[config.mk]
export PLATFORM = sky130hd
export DESIGN_NAME = work_shift_tx
export DESIGN_NICKNAME = d
export VERILOG_FILES = /design/src/rtl/work_pkg.sv /design/src/rtl/word_mux_counter.sv /design/src/rtl/work_shift_tx.sv
export SDC_FILE = /design/constraint.sdc
export NUM_CORES = 1
export LEC_CHECK = 0
export CAP_MARGIN = 20
export CORE_ASPECT_RATIO = 0.7
export CORE_UTILIZATION = 30
export DETAILED_ROUTE_END_ITERATION = 10
export PLACE_DENSITY = 0.6
export SLEW_MARGIN = 20
export SYNTH_ARGS = -nofsm -noshare
export SYNTH_HDL_FRONTEND = slang
export SYNTH_SLANG_ARGS = --single-unit
[constraint.sdc]
create_clock -name clk -period 5.9 [get_ports clk]
set_input_delay 1.18 -clock clk [delete_from_list [all_inputs] [get_ports clk]]
set_output_delay 1.18 -clock clk [all_outputs]
set_load 0.01 [all_outputs]
[src/rtl/work_pkg.sv]
// Shared constants and FSM state type for the word-serial work-loading transmitter.
package work_pkg;

  localparam int WORD_W      = 32;
  localparam int MID_WORDS   = 8;
  localparam int REM_WORDS   = 16;
  localparam int TOTAL_WORDS = MID_WORDS + REM_WORDS;

  function automatic int max_int(input int a, input int b);
    return (a > b) ? a : b;
  endfunction

  localparam int CNT_W = $clog2(max_int(MID_WORDS, REM_WORDS));

  typedef enum logic [2:0] {
    ST_IDLE  = 3'd0,
    ST_START = 3'd1,
    ST_MID   = 3'd2,
    ST_REM   = 3'd3,
    ST_DONE  = 3'd4
  } tx_state_t;

endpackage

[src/rtl/word_mux_counter.sv]
// Word counter with clear/enable and terminal flag, plus the word-select mux
// over the captured packet (word 0 sits in the most-significant bits).
module word_mux_counter
  import work_pkg::*;
#(
  parameter int W_W   = WORD_W,
  parameter int MID_N = MID_WORDS,
  parameter int REM_N = REM_WORDS,
  parameter int CW    = CNT_W
) (
  input  logic                       clk,
  input  logic                       n_rst,
  input  logic                       clr,
  input  logic                       en,
  input  logic                       sel_rem,
  input  logic [(MID_N+REM_N)*W_W-1:0] pkt,
  output logic [CW-1:0]              count,
  output logic                       last,
  output logic [W_W-1:0]             word
);

  localparam int TOT_N = MID_N + REM_N;
  localparam int IDX_W = $clog2(TOT_N);

  logic [CW-1:0]    count_q, count_d;
  logic [IDX_W-1:0] idx;
  logic [W_W-1:0]   words [TOT_N];

  always_comb begin
    count_d = count_q;
    if (clr)     count_d = '0;
    else if (en) count_d = count_q + CW'(1);
  end

  always_ff @(posedge clk or negedge n_rst) begin
    if (!n_rst) count_q <= '0;
    else        count_q <= count_d;
  end

  // Terminal values are compared explicitly; the counter is cleared, never wrapped.
  assign last = sel_rem ? (count_q == CW'(REM_N - 1)) : (count_q == CW'(MID_N - 1));

  for (genvar i = 0; i < TOT_N; i++) begin : g_words
    assign words[i] = pkt[(TOT_N-1-i)*W_W +: W_W];
  end

  assign idx   = sel_rem ? (IDX_W'(MID_N) + IDX_W'(count_q)) : IDX_W'(count_q);
  assign word  = words[idx];
  assign count = count_q;

endmodule

[src/rtl/work_shift_tx.sv]
// Transmit side of the word-serial work-loading interface: start marker, then
// 8 midstate words and 16 block words under dest_ready back-pressure.
// Handshake: a word transfers on every cycle where shift_out_enable=1, which is
// exactly dest_ready while in MID/REM; shift_data holds until that transfer.
module work_shift_tx
  import work_pkg::*;
#(
  parameter int WORD_W_P    = WORD_W,
  parameter int MID_WORDS_P = MID_WORDS,
  parameter int REM_WORDS_P = REM_WORDS
) (
  input  logic                          clk,
  input  logic                          n_rst,
  input  logic                          load_valid,
  output logic                          load_ready,
  input  logic [MID_WORDS_P*WORD_W_P-1:0] midstate,
  input  logic [REM_WORDS_P*WORD_W_P-1:0] block_data,
  input  logic                          abort,
  input  logic                          dest_ready,
  output logic                          start_found,
  output logic                          shift_out_enable,
  output logic [WORD_W_P-1:0]           shift_data,
  output logic                          midstate_shifts_done,
  output logic                          remaining_shifts_done,
  output logic                          busy
);

  localparam int TOT_N = MID_WORDS_P + REM_WORDS_P;
  localparam int CW    = $clog2(max_int(MID_WORDS_P, REM_WORDS_P));

  tx_state_t               state_q, state_d;
  logic [TOT_N*WORD_W_P-1:0] pkt_q, pkt_d;
  logic                    mid_done_q, mid_done_d;

  logic                    in_data, xfer, cnt_clr, cnt_last, sel_rem;
  logic [CW-1:0]           cnt;
  logic [WORD_W_P-1:0]     cur_word;

  assign in_data = (state_q == ST_MID) || (state_q == ST_REM);
  assign xfer    = in_data && dest_ready;
  assign sel_rem = (state_q == ST_REM);

  always_comb begin
    state_d    = state_q;
    pkt_d      = pkt_q;
    mid_done_d = 1'b0;
    cnt_clr    = 1'b1;
    case (state_q)
      ST_IDLE: begin
        if (load_valid) begin
          pkt_d   = {midstate, block_data};
          state_d = ST_START;
        end
      end
      ST_START: begin
        state_d = abort ? ST_IDLE : ST_MID;
      end
      ST_MID: begin
        cnt_clr = abort || (xfer && cnt_last);
        if (abort) begin
          state_d = ST_IDLE;
        end else if (xfer && cnt_last) begin
          state_d    = ST_REM;
          mid_done_d = 1'b1;
        end
      end
      ST_REM: begin
        cnt_clr = abort || (xfer && cnt_last);
        if (abort)                 state_d = ST_IDLE;
        else if (xfer && cnt_last) state_d = ST_DONE;
      end
      ST_DONE: begin
        state_d = ST_IDLE;
      end
      default: begin
        state_d = ST_IDLE;
      end
    endcase
  end

  always_ff @(posedge clk or negedge n_rst) begin
    if (!n_rst) begin
      state_q    <= ST_IDLE;
      pkt_q      <= '0;
      mid_done_q <= 1'b0;
    end else begin
      state_q    <= state_d;
      pkt_q      <= pkt_d;
      mid_done_q <= mid_done_d;
    end
  end

  word_mux_counter #(
    .W_W   (WORD_W_P),
    .MID_N (MID_WORDS_P),
    .REM_N (REM_WORDS_P),
    .CW    (CW)
  ) u_word_mux_counter (
    .clk     (clk),
    .n_rst   (n_rst),
    .clr     (cnt_clr),
    .en      (xfer),
    .sel_rem (sel_rem),
    .pkt     (pkt_q),
    .count   (cnt),
    .last    (cnt_last),
    .word    (cur_word)
  );

  assign load_ready            = (state_q == ST_IDLE);
  assign start_found           = (state_q == ST_START);
  assign shift_out_enable      = xfer;
  assign shift_data            = in_data ? cur_word : '0;
  assign midstate_shifts_done  = mid_done_q;
  assign remaining_shifts_done = (state_q == ST_DONE);
  assign busy                  = (state_q != ST_IDLE);

endmodule

Yosys cells after proc, flatten, opt, wreduce, memory -nomap -nowiden
Index checks and enable logic that the tools add are counted.
{"block": "op_classes", "n_addsub": 2, "order_cmp": 1, "eq_ne": 9, "muxes": 19, "n_bitwise": 1, "reduce_logical": 10}
{"cell": "binary-select mux 32 bit (select 5 bit)", "n": 1}
{"cell": "two-way mux 32 bit", "n": 3}
{"cell": "two-way mux 3 bit", "n": 5}
{"cell": "case mux 3 bit (4 select lines)", "n": 1}
{"cell": "two-way mux 4 bit", "n": 2}
{"cell": "equality test 3 x 2 -> 1 bit (second input constant)", "n": 2}
{"cell": "greater-or-equal comparator 6 bit (second input constant)", "n": 1}
{"cell": "NOT 5 -> 6 bit", "n": 1}
{"cell": "adder 4 x 4 -> 5 bit (first input constant)", "n": 1}
{"cell": "two-way mux 1 bit", "n": 5}
{"cell": "two-way mux 5 bit", "n": 1}
{"cell": "adder 4 x 1 -> 4 bit (second input constant)", "n": 1}
{"cell": "equality test 4 x 3 -> 1 bit (second input constant)", "n": 1}
{"cell": "equality test 4 bit (second input constant)", "n": 1}
{"cell": "equality test 3 x 1 -> 1 bit (second input constant)", "n": 1}
{"cell": "equality test 3 bit (second input constant)", "n": 1}
{"cell": "logical NOT 3 bit", "n": 1}
{"cell": "inequality test 3 x 2 -> 1 bit (second input constant)", "n": 1}
{"cell": "inequality test 3 bit (second input constant)", "n": 1}
{"cell": "AND reduction 3 bit", "n": 1}
{"cell": "nonzero test 3 bit", "n": 1}
{"cell": "logical AND 1 bit", "n": 2}
{"cell": "logical OR 1 bit", "n": 2}
{"cell": "two-way mux 2 bit", "n": 1}
{"cell": "other kinds (4)", "n": 4}
{"block": "totals", "reg_bits": 776, "input_bits": 773, "out_inout_bits": 38}

Logic depth before layout (Yosys ltp)
{"block": "logic_depth", "depth_word": 7, "depth_mapped": 9, "depth_no_buf": 7}

Cells and area by module
Synthesis repeated with hierarchy kept, for this count alone.
{"block": "unflattened", "hier_cells": 2404, "area_unflattened_um2": 38892.3}
{"module": "work_shift_tx", "n_inst": 1, "cells_each": 1682, "area_per_inst_um2": 32070.8, "seq_area_each_um2": 19318.5}
{"module": "word_mux_counter", "n_inst": 1, "cells_each": 722, "area_per_inst_um2": 6821.5, "seq_area_each_um2": 100.1}

Least setup slack after synthesis
No wires, ideal clock.
{"block": "synth_path", "path_kind": "reg-to-output", "from": "register state_q[1]", "to": "output shift_data[23]", "arrival_time_ns": 2.071, "required_ns": 4.720, "path_slack_ns": 2.649, "stages_incl_launch_ff": 10, "cell_sequence": "dfrtp_1 nand2_1 nor2_1 ha_1 nor4bb_1 clkbuf_1 and2_1 clkbuf_1 a22oi_1 o211ai_1"}
{"block": "synth_via", "elab_chain_cells": 7, "word_cells_on_any_way": 9, "cone_classes": "2 x eq/ne; 5 x mux; 1 x bitwise; 1 x reduce/logical"}
{"element": "start: declaration", "line": "work_shift_tx.sv:31", "rtl": "tx_state_t state_q, state_d;"}
{"element": "start signal: assignment", "line": "work_shift_tx.sv:87", "rtl": "state_q <= state_d;"}
{"element": "equality test 3 x 2 -> 1 bit", "line": "work_shift_tx.sv:39, work_shift_tx.sv:41"}
{"element": "two-way mux 5 bit", "line": "word_mux_counter.sv:47", "rtl": "assign idx = sel_rem ? (IDX_W'(MID_N) + IDX_W'(count_q)) : IDX_W'(count_q);"}
{"element": "NOT 5 -> 6 bit (implied by the code)", "line": "word_mux_counter.sv:48", "rtl": "assign word = words[idx];"}
{"element": "binary-select mux 32 bit (select 5 bit)", "line": "word_mux_counter.sv:48"}
{"element": "two-way mux 32 bit (implied by the code) (2 in a row)", "line": "word_mux_counter.sv:48"}
{"element": "two-way mux 32 bit (*)", "line": "work_shift_tx.sv:113", "rtl": "assign shift_data = in_data ? cur_word : '0;"}
{"element": "end: declaration", "line": "work_shift_tx.sv:22", "rtl": "output logic [WORD_W_P-1:0] shift_data,"}
Mark *: on every way between the ends. The rest lies on a longest branch, timed or not. The select of a mux whose other input is x is not followed.

Final worst setup path
{"block": "layout_path", "from": "register u_word_mux_counter.count_q[0] (netlist: u_word_mux_counter.count[0])", "to": "output shift_data[16]"}
{"block": "layout_via", "elab_chain_cells": 7}
{"element": "start: declaration", "line": "word_mux_counter.sv:25", "rtl": "logic [CW-1:0] count_q, count_d;"}
{"element": "start signal: assignment", "line": "word_mux_counter.sv:37", "rtl": "else count_q <= count_d;"}
{"element": "adder 4 x 4 -> 5 bit", "line": "word_mux_counter.sv:47"}
{"element": "two-way mux 5 bit (*)", "line": "word_mux_counter.sv:47"}
{"element": "NOT 5 -> 6 bit (implied by the code) (*)", "line": "word_mux_counter.sv:48"}
{"element": "binary-select mux 32 bit (select 5 bit) (*)", "line": "word_mux_counter.sv:48"}
{"element": "two-way mux 32 bit (implied by the code) (*) (2 in a row)", "line": "word_mux_counter.sv:48"}
{"element": "two-way mux 32 bit (*)", "line": "work_shift_tx.sv:113"}
Marked as above.

==> metrics <==
Die H 299 um; drt pass-1 iters 5; VDD IR max 0.225 mV; TritonCTS clock tree built; total global-route track usage 20.3%; wire length per cell 27.7 um; CP startpoint kind flip-flop; Seq pwr share 42.5%; Final Cell Area 0.0503 mm2; cell accounting for the most synthesized area dfrtp_1; via count 22.6k; H-tree levels 3; first-pass GRT wire length 185 mm; DRT iter0 DRCs 1,418; starting density of the core 30.4%; R2R Setup Slk 2.91 ns; number of distinct library cells after synthesis 35; Post-synth EDFFs 0; Yosys warnings 0; count leader, synth dfrtp_1; Worst Hold Class reg2reg; Layout Skew 0.0257 ns; DRT Wirelength 132 mm; total clock sinks 776; Setup Buffers After CTS 0; HPWL Detailed 99.8 mm; crit path DAT 4.28 ns; Setup TNS Final 0 ns; cells on worst reg2reg path 4; Area after DPL 0.0472 mm2; combinational group share of total power 25.4%; Clock Tree Root clkbuf_16; post_cts resized 0; die width 427 um; final critical-path required period 5.46 ns; synthesized net count 3,030; total core area 0.125 mm2; r2r endpoint pkt_q[78]; status completed; synthesized area per cell 16.8 um2; initial antenna violation count 32; Tightest Pin Transition 1.06 ns; sequential element share of the synthesized area 51.2%; Synth Register Bits 776; Int Pwr 0.0133 W; fin nets 3,812; Ports 811; Worst EP required 4.72 ns; clock insertion delay at the later pin of the skew report 0.67 ns; worst setup path endpoint shift_data[16]; Clock Tree Buf Depth 3; Via-to-Cell Ratio 4.75; pwr/cell area 364 mW/mm2; switching part of the total 27.4%; largest net degree at the start of global routing 144; Syn Std Cell Area 0.0379 mm2; Die ar. 0.128 mm2; Synth area leaders dfrtp_1 (51%), mux2_4 (24%), mux4_2 (6.2%); Num CTS Buffers 85; Gate Count Post-Synth 2,255; Crit-path slowest cell nor2b_4; unrepaired setup endpoints after global routing false; commonest register cell after synthesis dfrtp_1; leakage power 20.5 nW; Slew headroom 29.4%; Port Buffers 810; maximum clock frequency 183 MHz; share of cells above drive strength 1 35.1%; clock share of power 32.1%; Post-DRT Antenna Nets 0; Synth-to-Final Area Change 32.7%; Net Sw Power 0.00502 W; FF-to-FF Start state_q[1]; vias in the first global route 24.4k; Synth top cells by count dfrtp_1 (776), mux2_4 (600), mux2i_1 (207), mux2_2 (168), mux4_2 (105); Final Max Tran Viols 0; fin util 40.4%; # DRC 0; CP Capture Type primary output; final period utilization 92.5%; worst-path fanout max 32; final setup violation count 0; Synth top area share 51.2%; GPL Wtd Cong 0.835; Crit Path Category reg2out; CP Cell Sequence buf_12 > nor2b_4 > a22oi_1 > nand3_1 > o211ai_1 > clkdlybuf4s50_1; Critical Path Max Stage Delay 0.85 ns; GRT overflow 0; Fin. Hold Viols 0; Reg clk slew, reported paths 0.06 ns; Worst Setup SP u_word_mux_counter.count[0]; Async SR Flop Fraction 100%; Max Cap Violations 0; site row count 108; hold buffers post-CTS 0
==> layout make-up <==
class	instances	area (um2)
fill	11500	74300
timing repair buffer	863	8720
inverter	3	11.3
clock buffer	103	2320
clock inverter	53	741
tap	1650	2060
sequential	776	19400
multi-input combinational	1308	17000
antenna	13	32.5
==> how the worst min path moves through the flow <==
stage | startpoint | to | slack [ns] | depth (start not counted)
finish | pkt_q[646] | pkt_q[646] | 0.50 | 1
global route | pkt_q[758] | pkt_q[758] | 0.51 | 1
CTS | pkt_q[646] | pkt_q[646] | 0.50 | 1
detailed placement | pkt_q[105] | pkt_q[105] | 0.49 | 1
global placement | pkt_q[95] | pkt_q[95] | 0.49 | 1
floorplan | pkt_q[67] | pkt_q[67] | 0.48 | 1
==> routing by layer <==
| layer | GRT usage [%] | up-vias | wire length [um] |
|---|---|---|---|
| met2 | 33.8 | 625 | 64800 |
| li1 | - | 10000 | - |
| met4 | 4.91 | 34 | 2650 |
| met3 | 5.27 | 159 | 7870 |
| met5 | 0 | - | 229 |
| met1 | 26.4 | 11800 | 56800 |
==> cell usage in the layout (no fill, tap or decap), drive strengths merged <==
master,n
a22oi,96
a32oi,1
and2,4
buf,54
bufinv,14
clkbuf,103
clkdlybuf4s50,809
clkinv,23
clkinvlp,7
dfrtp,776
diode,13
ha,2
inv,12
mux2,768
mux2i,207
mux4,105
nand2,4
nand2b,1
nand3,33
nand4b,1
nor2,13
nor2b,4
nor3,3
nor3b,3
nor4,1
nor4bb,1
o211ai,55
or3,2
xnor2,2
xor2,2
==> power by group through the flow <==
stage | combinational [W] | clock [W] | sequential (W)
after detailed placement | 0.00468 | 0 | 0.00785
after global placement | 0.00465 | 0 | 0.00786
final | 0.00466 | 0.00588 | 0.00779
after floorplan | 0.00339 | 0 | 0.00743
after CTS | 0.00471 | 0.00604 | 0.00778
after global routing | 0.00494 | 0.00624 | 0.00795
==> cells by family (layout without fill, tap and decap cells) <==
group | Yosys count | after routing | synth area share [%]
AO/OA/AOI/OAI | 152 | 152 | 3.01
XOR/XNOR | 4 | 4 | 0.0924
adder cells (fa/ha/maj) | 2 | 2 | 0.0660
buffers and inverters | 171 | 1022 | 4.13
flip-flops | 776 | 776 | 51.2
multiplexers | 1080 | 1080 | 40.5
other | 0 | 13 | 0
AND/OR/NAND/NOR | 70 | 70 | 1.01
==> registers in the layout (all words and copies together), names as in the netlist <==
name                      count
pkt_q                       768
u_word_mux_counter.count      4
state_q                       3
midstate_shifts_done          1
==> critical path: cells and delay by family (launching register included) <==
kind            cells  cell delay [ns]
simple gates        2             1.31
flops               1             0.73
compound gates      2             0.56
buf+inv             2             0.89
==> through the flow <==
stage          instances  hold slack, ns  worst slack [ns]  power (W)
3_5_place_dp        4600           0.489              1.15     0.0125
6_report            4769           0.503             0.442     0.0183
5_1_grt             4761           0.511             0.308     0.0191
3_3_place_gp        4600           0.487              1.22     0.0125
4_1_cts             4756           0.505             0.381     0.0185
2_1_floorplan       2255           0.475              2.65     0.0108
(Power assumes the default switching activity.)
